[src/rtl/imm_gen_pipe.sv]
`default_nettype none
// ============================================================================
// Module      : imm_gen_pipe
// Description : Decode-stage immediate generator for RV32/RV64. Extracts and
//               extends I/U/S/B/J/Z/SH immediates to XLEN bits and registers
//               them behind a valid/ready handshake with a 2-entry skid
//               buffer. Supports flush and counts illegal ImmSrc encodings.
// Revision    : 1.0 - initial release
// ============================================================================
module imm_gen_pipe #(
    parameter int XLEN  = 32,
    parameter int CNT_W = 8
) (
    input  logic             clk,
    input  logic             rst,
    input  logic             flush,
    input  logic             in_valid,
    output logic             in_ready,
    input  logic [24:0]      instr_imm,
    input  logic [2:0]       ImmSrc,
    output logic             out_valid,
    input  logic             out_ready,
    output logic [XLEN-1:0]  ImmOp,
    output logic             imm_illegal,
    output logic [CNT_W-1:0] err_count
);

    localparam logic [2:0] c_fmt_i  = 3'b000;
    localparam logic [2:0] c_fmt_u  = 3'b001;
    localparam logic [2:0] c_fmt_s  = 3'b010;
    localparam logic [2:0] c_fmt_b  = 3'b011;
    localparam logic [2:0] c_fmt_j  = 3'b100;
    localparam logic [2:0] c_fmt_z  = 3'b101;
    localparam logic [2:0] c_fmt_sh = 3'b110;

    // Instruction bits kept at their architectural positions [31:7]
    logic [31:7]     w_instr;
    logic [31:0]     w_imm32;
    logic            w_ill;
    logic [XLEN-1:0] w_imm_ext;
    logic            w_accept;
    logic            w_out_free;

    logic            r_out_valid;
    logic [XLEN-1:0] r_out_imm;
    logic            r_out_ill;
    logic            r_skid_valid;
    logic [XLEN-1:0] r_skid_imm;
    logic            r_skid_ill;
    logic [CNT_W-1:0] r_err_count;

    assign w_instr = instr_imm;

    // Format decode into a 32-bit value whose bit 31 is the correct fill bit
    // for widening (zero for the Z/SH forms and for illegal encodings).
    always_comb begin
        w_imm32 = 32'b0;
        w_ill   = 1'b0;
        case (ImmSrc)
            c_fmt_i:  w_imm32 = {{20{w_instr[31]}}, w_instr[31:20]};
            c_fmt_u:  w_imm32 = {w_instr[31:12], 12'b0};
            c_fmt_s:  w_imm32 = {{20{w_instr[31]}}, w_instr[31:25], w_instr[11:7]};
            c_fmt_b:  w_imm32 = {{19{w_instr[31]}}, w_instr[31], w_instr[7],
                                 w_instr[30:25], w_instr[11:8], 1'b0};
            c_fmt_j:  w_imm32 = {{11{w_instr[31]}}, w_instr[31], w_instr[19:12],
                                 w_instr[20], w_instr[30:21], 1'b0};
            c_fmt_z:  w_imm32 = {27'b0, w_instr[19:15]};
            c_fmt_sh: w_imm32 = {26'b0, (XLEN == 64) ? w_instr[25:20]
                                                     : {1'b0, w_instr[24:20]}};
            default: begin
                w_imm32 = 32'b0;
                w_ill   = 1'b1;
            end
        endcase
    end

    // Widen to XLEN by replicating bit 31
    generate
        if (XLEN == 64) begin : g_xlen64
            assign w_imm_ext = {{32{w_imm32[31]}}, w_imm32};
        end else begin : g_xlen32
            assign w_imm_ext = w_imm32;
        end
    endgenerate

    assign in_ready   = ~r_skid_valid;
    assign w_accept   = in_valid & ~r_skid_valid & ~flush;
    assign w_out_free = ~r_out_valid | out_ready;

    // OUT/SKID pipeline: skid drains first to preserve order; the skid only
    // fills when OUT is stalled, so in_ready never depends on out_ready.
    always_ff @(posedge clk) begin
        if (rst) begin
            r_out_valid  <= 1'b0;
            r_out_imm    <= '0;
            r_out_ill    <= 1'b0;
            r_skid_valid <= 1'b0;
            r_skid_imm   <= '0;
            r_skid_ill   <= 1'b0;
        end else if (flush) begin
            r_out_valid  <= 1'b0;
            r_skid_valid <= 1'b0;
        end else if (w_out_free) begin
            if (r_skid_valid) begin
                r_out_valid  <= 1'b1;
                r_out_imm    <= r_skid_imm;
                r_out_ill    <= r_skid_ill;
                r_skid_valid <= 1'b0;
            end else if (w_accept) begin
                r_out_valid <= 1'b1;
                r_out_imm   <= w_imm_ext;
                r_out_ill   <= w_ill;
            end else begin
                r_out_valid <= 1'b0;
            end
        end else if (w_accept) begin
            r_skid_valid <= 1'b1;
            r_skid_imm   <= w_imm_ext;
            r_skid_ill   <= w_ill;
        end
    end

    // Saturating count of accepted illegal encodings; only rst clears it
    always_ff @(posedge clk) begin
        if (rst) begin
            r_err_count <= '0;
        end else if (w_accept && w_ill && (r_err_count != {CNT_W{1'b1}})) begin
            r_err_count <= r_err_count + CNT_W'(1);
        end
    end

    assign out_valid   = r_out_valid;
    assign ImmOp       = r_out_imm;
    assign imm_illegal = r_out_ill;
    assign err_count   = r_err_count;

endmodule
`default_nettype wire

[config.mk]
export PLATFORM = sky130hd
export DESIGN_NAME = imm_gen_pipe
export DESIGN_NICKNAME = d
export VERILOG_FILES = /design/src/rtl/imm_gen_pipe.sv
export SDC_FILE = /design/constraint.sdc
export NUM_CORES = 1
export LEC_CHECK = 0
export ABC_AREA = 1
export BUFFER_PORTS_ARGS = -buffer_cell sky130_fd_sc_hd__clkbuf_2
export CAP_MARGIN = 30
export CORE_MARGIN = 8
export CORE_UTILIZATION = 60
export CTS_BUF_LIST = sky130_fd_sc_hd__clkbuf_8
export DETAILED_ROUTE_END_ITERATION = 7
export GPL_TIMING_DRIVEN = 0
export PLACE_DENSITY = 0.95
export RECOVER_POWER = 25
export SLEW_MARGIN = 20
export SYNTH_ARGS = -nofsm -noshare
export SYNTH_HDL_FRONTEND = slang
export SYNTH_SLANG_ARGS = --single-unit
export TNS_END_PERCENT = 5
[constraint.sdc]
create_clock -name clk -period 2.2 [get_ports clk]
set_input_delay 0 -clock clk [delete_from_list [all_inputs] [get_ports clk]]
set_output_delay 0 -clock clk [all_outputs]
set_load 0.02 [all_outputs]
==> impl_metrics.env <==
export IMPL_outcome="complete, no violations"
export IMPL_grt_pass1_wl_um=17800
export IMPL_drt_first_pass_iters=8
export IMPL_yosysMostFrequentCell="nand2_1"
export IMPL_crit_path_end_kind="primary output"
export IMPL_synth_edff_count=0
export IMPL_crit_path_cell_trace="buf_4, inv_4, clkbuf_1, clkbuf_2"
export IMPL_clk_latency_ns=0.37
export IMPL_io_pins=76
export IMPL_register_area_um2=1520
export IMPL_cts_tree="built"
export IMPL_cp_arrival_ns=1.69
export IMPL_ys_top_cells_by_area="dfxtp_1 (44%), a21oi_1 (12%), nand2_1 (11%), o21ai_0 (9.3%), nor2_1 (6.5%)"
export IMPL_synth_cell_type_count=27
export IMPL_holdCritStartpoint="instr_imm[16]"
export IMPL_finalSetupViolations=0
export IMPL_nets=652
export IMPL_cts_num_sinks=76
export IMPL_maxSlewViolCount=0
export IMPL_core_area_um2=5570
export IMPL_n_fill_cell=420
export IMPL_cts_buffer_depth=2
export IMPL_synthArstFlopShare_pct=0
export IMPL_hold_slack_ns=0.000197
export IMPL_skew_ns=0.0183
export IMPL_slew_headroom_pct=62.8
export IMPL_numCtsBuffers=9
export IMPL_p_clk_share_pct=41.2
export IMPL_antenna_found_initial=0
export IMPL_synth_top_cells_by_count="nand2_1 (104), a21oi_1 (81), dfxtp_1 (76)"
export IMPL_fin_setup_tns_ns=0
export IMPL_synth_top_area_share_pct=43.6
export IMPL_internal_power_w=0.00222
export IMPL_cts_max_level=3
export IMPL_hold_viol=0
export IMPL_p_per_area_nw_per_um2=702
export IMPL_worstPathMaxFanout=10
export IMPL_ff2ff_path_depth=8
export IMPL_wl_per_cell_um=16.0
export IMPL_crit_slowest_cell="clkbuf_1"
export IMPL_seq_power_share_pct=47.0
export IMPL_viasPerCell=5.84
export IMPL_ys_ff_latch=76
export IMPL_worst_path_largest_cell_delay_ns=0.45
export IMPL_vias=4058
export IMPL_fmax_mhz=593
export IMPL_drt_antenna_violating_nets=0
export IMPL_finalCriticalPeriod_ns=1.69
export IMPL_die_width_um=92.3
export IMPL_cp_top_family="buffers and inverters"
export IMPL_path_class="reg -> out"
export IMPL_hold_end="r_skid_imm[3]$_SDFFE_PP0P_"
export IMPL_layout_drive_gt1_share_pct=14.4
export IMPL_timing_final_crit_share_pct=76.7
export IMPL_gp_congestion=0.918
export IMPL_port_buffers=75
export IMPL_grt_pass1_vias=3766
export IMPL_grt_start_max_net_pins=15
export IMPL_grt_remaining_overflow=0
export IMPL_r2r_end="ImmOp[6]$_SDFFE_PP0P_"
export IMPL_drt_total_wl_um=11100
export IMPL_drc_errors=0
export IMPL_seq_area_frac_synth_pct=43.6
export IMPL_die_h_um=92.3
export IMPL_syn2layout_area_growth_pct=24.7
export IMPL_yosys_area_top_type="dfxtp_1"
export IMPL_worst_pin_slew_ns=0.558
export IMPL_swShare_pct=27.4
export IMPL_peakVddDrop_mv=0.497
export IMPL_p_comb_share_pct=11.9
export IMPL_synth_ff_type="dfxtp_1"
export IMPL_drt_iter0_drc=393
export IMPL_avgSynthCellArea_um2=6.82
export IMPL_synth_nets=546
export IMPL_rr_startpoint="r_skid_valid$_SDFFE_PP0P_"
export IMPL_hold_depth=5
export IMPL_drv_cap=0
export IMPL_path_clk_slew_ns=0.10
export IMPL_grt_total_usage_pct=26.0
export IMPL_r2r_slack_ns=0.59
export IMPL_crit_path_start_kind="flip-flop"
export IMPL_start_util_pct=62.6
export IMPL_syn_area_um2=3490
export IMPL_n_antenna_cell=0
export IMPL_dp_hpwl_um=7530
export IMPL_hp_class="in -> reg"
export IMPL_synth_warnings=0
export IMPL_dieArea_um2=8510
export IMPL_multi_input_area_um2=1680
export IMPL_rows=27
export IMPL_clock_root_buffer="clkbuf_8"
export IMPL_crit_buf_inv=4
export IMPL_worstPathRequired_ns=2.20
export IMPL_rsz0062_at_grt="no"
export IMPL_synthCells=512
export IMPL_leakage_nw=2.02
export IMPL_p_sw_w=0.000837
[power groups by stage]
stage / registers (W) / clock network (W) / logic [W]
floorplan: 0.00150 / 0 / 0.000165
global placement: 0.00146 / 0 / 0.000322
detailed placement: 0.00146 / 0 / 0.000330
CTS: 0.00143 / 0.00125 / 0.000361
global route: 0.00144 / 0.00132 / 0.000397
finish: 0.00143 / 0.00126 / 0.000363
[metal layers]
metal / wire length [um] / vias up / GRT usage, %
li1: - / 1903 / -
met1: 4390 / 1832 / 31.1
met2: 5200 / 278 / 41.7
met3: 1130 / 45 / 7.09
met4: 403 / 0 / 13.8
met5: 0 / - / 0
[per-stage QoR]
step | setup slack, ns | std cells | instance area (um^2) | util, % | power (W)
after global routing | 0.495 | 695 | 4350 | 78.1 | 0.00315
after CTS | 0.569 | 695 | 4390 | 78.7 | 0.00304
final | 0.514 | 695 | 4350 | 78.1 | 0.00306
after global placement | 0.731 | 659 | 3960 | 71.0 | 0.00179
after floorplan | 0.715 | 512 | 3490 | - | 0.00167
after detailed placement | 0.630 | 659 | 3960 | 71.0 | 0.00179
[sequential cells by signal, indices dropped and copies added (netlist names)]
register	cells
r_skid_valid	1
ImmOp	32
r_skid_ill	1
err_count	8
r_skid_imm	32
out_valid	1
imm_illegal	1
[area by class of cell]
cell class / instances / area share, %
buffer: 30 / 3.13
clock buffer: 10 / 3.16
clock inverter: 6 / 2.18
inverter: 40 / 3.51
multi-input combinational: 366 / 38.6
sequential: 76 / 35.0
tap: 72 / 2.07
timing repair buffer: 95 / 12.4
[cell usage in the layout, fill, tap and decap left out, types with 2 or more instances in the layout]
cell type,n
inv_6,2
clkinv_4,2
nor2_4,2
nand3_1,27
clkbuf_1,44
nor2_2,3
clkbuf_8,10
a21oi_1,81
nor2_1,60
buf_2,11
o21ai_1,13
dlygate4sd3_1,20
nand2_1,104
inv_2,5
clkbuf_2,48
inv_1,33
dfxtp_1,76
bufinv_16,2
o21ai_0,65
nand4_1,2
buf_4,2
[worst max path at each step]
stage / to / depth (start not counted) / slack [ns] / from
after global placement: err_count[0]$_SDFFE_PP0P_ / 7 / 0.73 / err_count[0]$_SDFFE_PP0P_
after CTS: in_ready / 4 / 0.57 / r_skid_valid$_SDFFE_PP0P_
after detailed placement: err_count[4]$_SDFFE_PP0P_ / 7 / 0.63 / err_count[0]$_SDFFE_PP0P_
after global routing: in_ready / 4 / 0.49 / r_skid_valid$_SDFFE_PP0P_
after floorplan: err_count[0]$_SDFFE_PP0P_ / 7 / 0.71 / err_count[0]$_SDFFE_PP0P_
final: in_ready / 4 / 0.51 / r_skid_valid$_SDFFE_PP0P_
[worst reg2reg max path: stages (launching register included)]
cell and delay [ns]:
dfxtp_1 0.33, buf_4 0.16, inv_4 0.07, nand2_1 0.10, inv_2 0.06, nor2_4 0.17
buf_2 0.28, o21ai_0 0.14, a21oi_1 0.21
[kinds of logic (layout without fill, tap and decap cells)]
group	count (synthesis)	after routing	synth area share [%]
simple gates	202	202	24.1
compound gates	162	162	23.4
flops	76	76	43.6
buf+inv	70	181	8.28
fa+ha+maj	1	1	0.358
xor+xnor	1	1	0.251
[timing repair]
item / in CTS / in global routing
setup buffers: 0 / 0
hold buffers: 20 / 0
endpoints found under the hold margin: 29 / 0
resized for setup: 0 / 0
No activity file was read; power rests on OpenSTA's default activity.
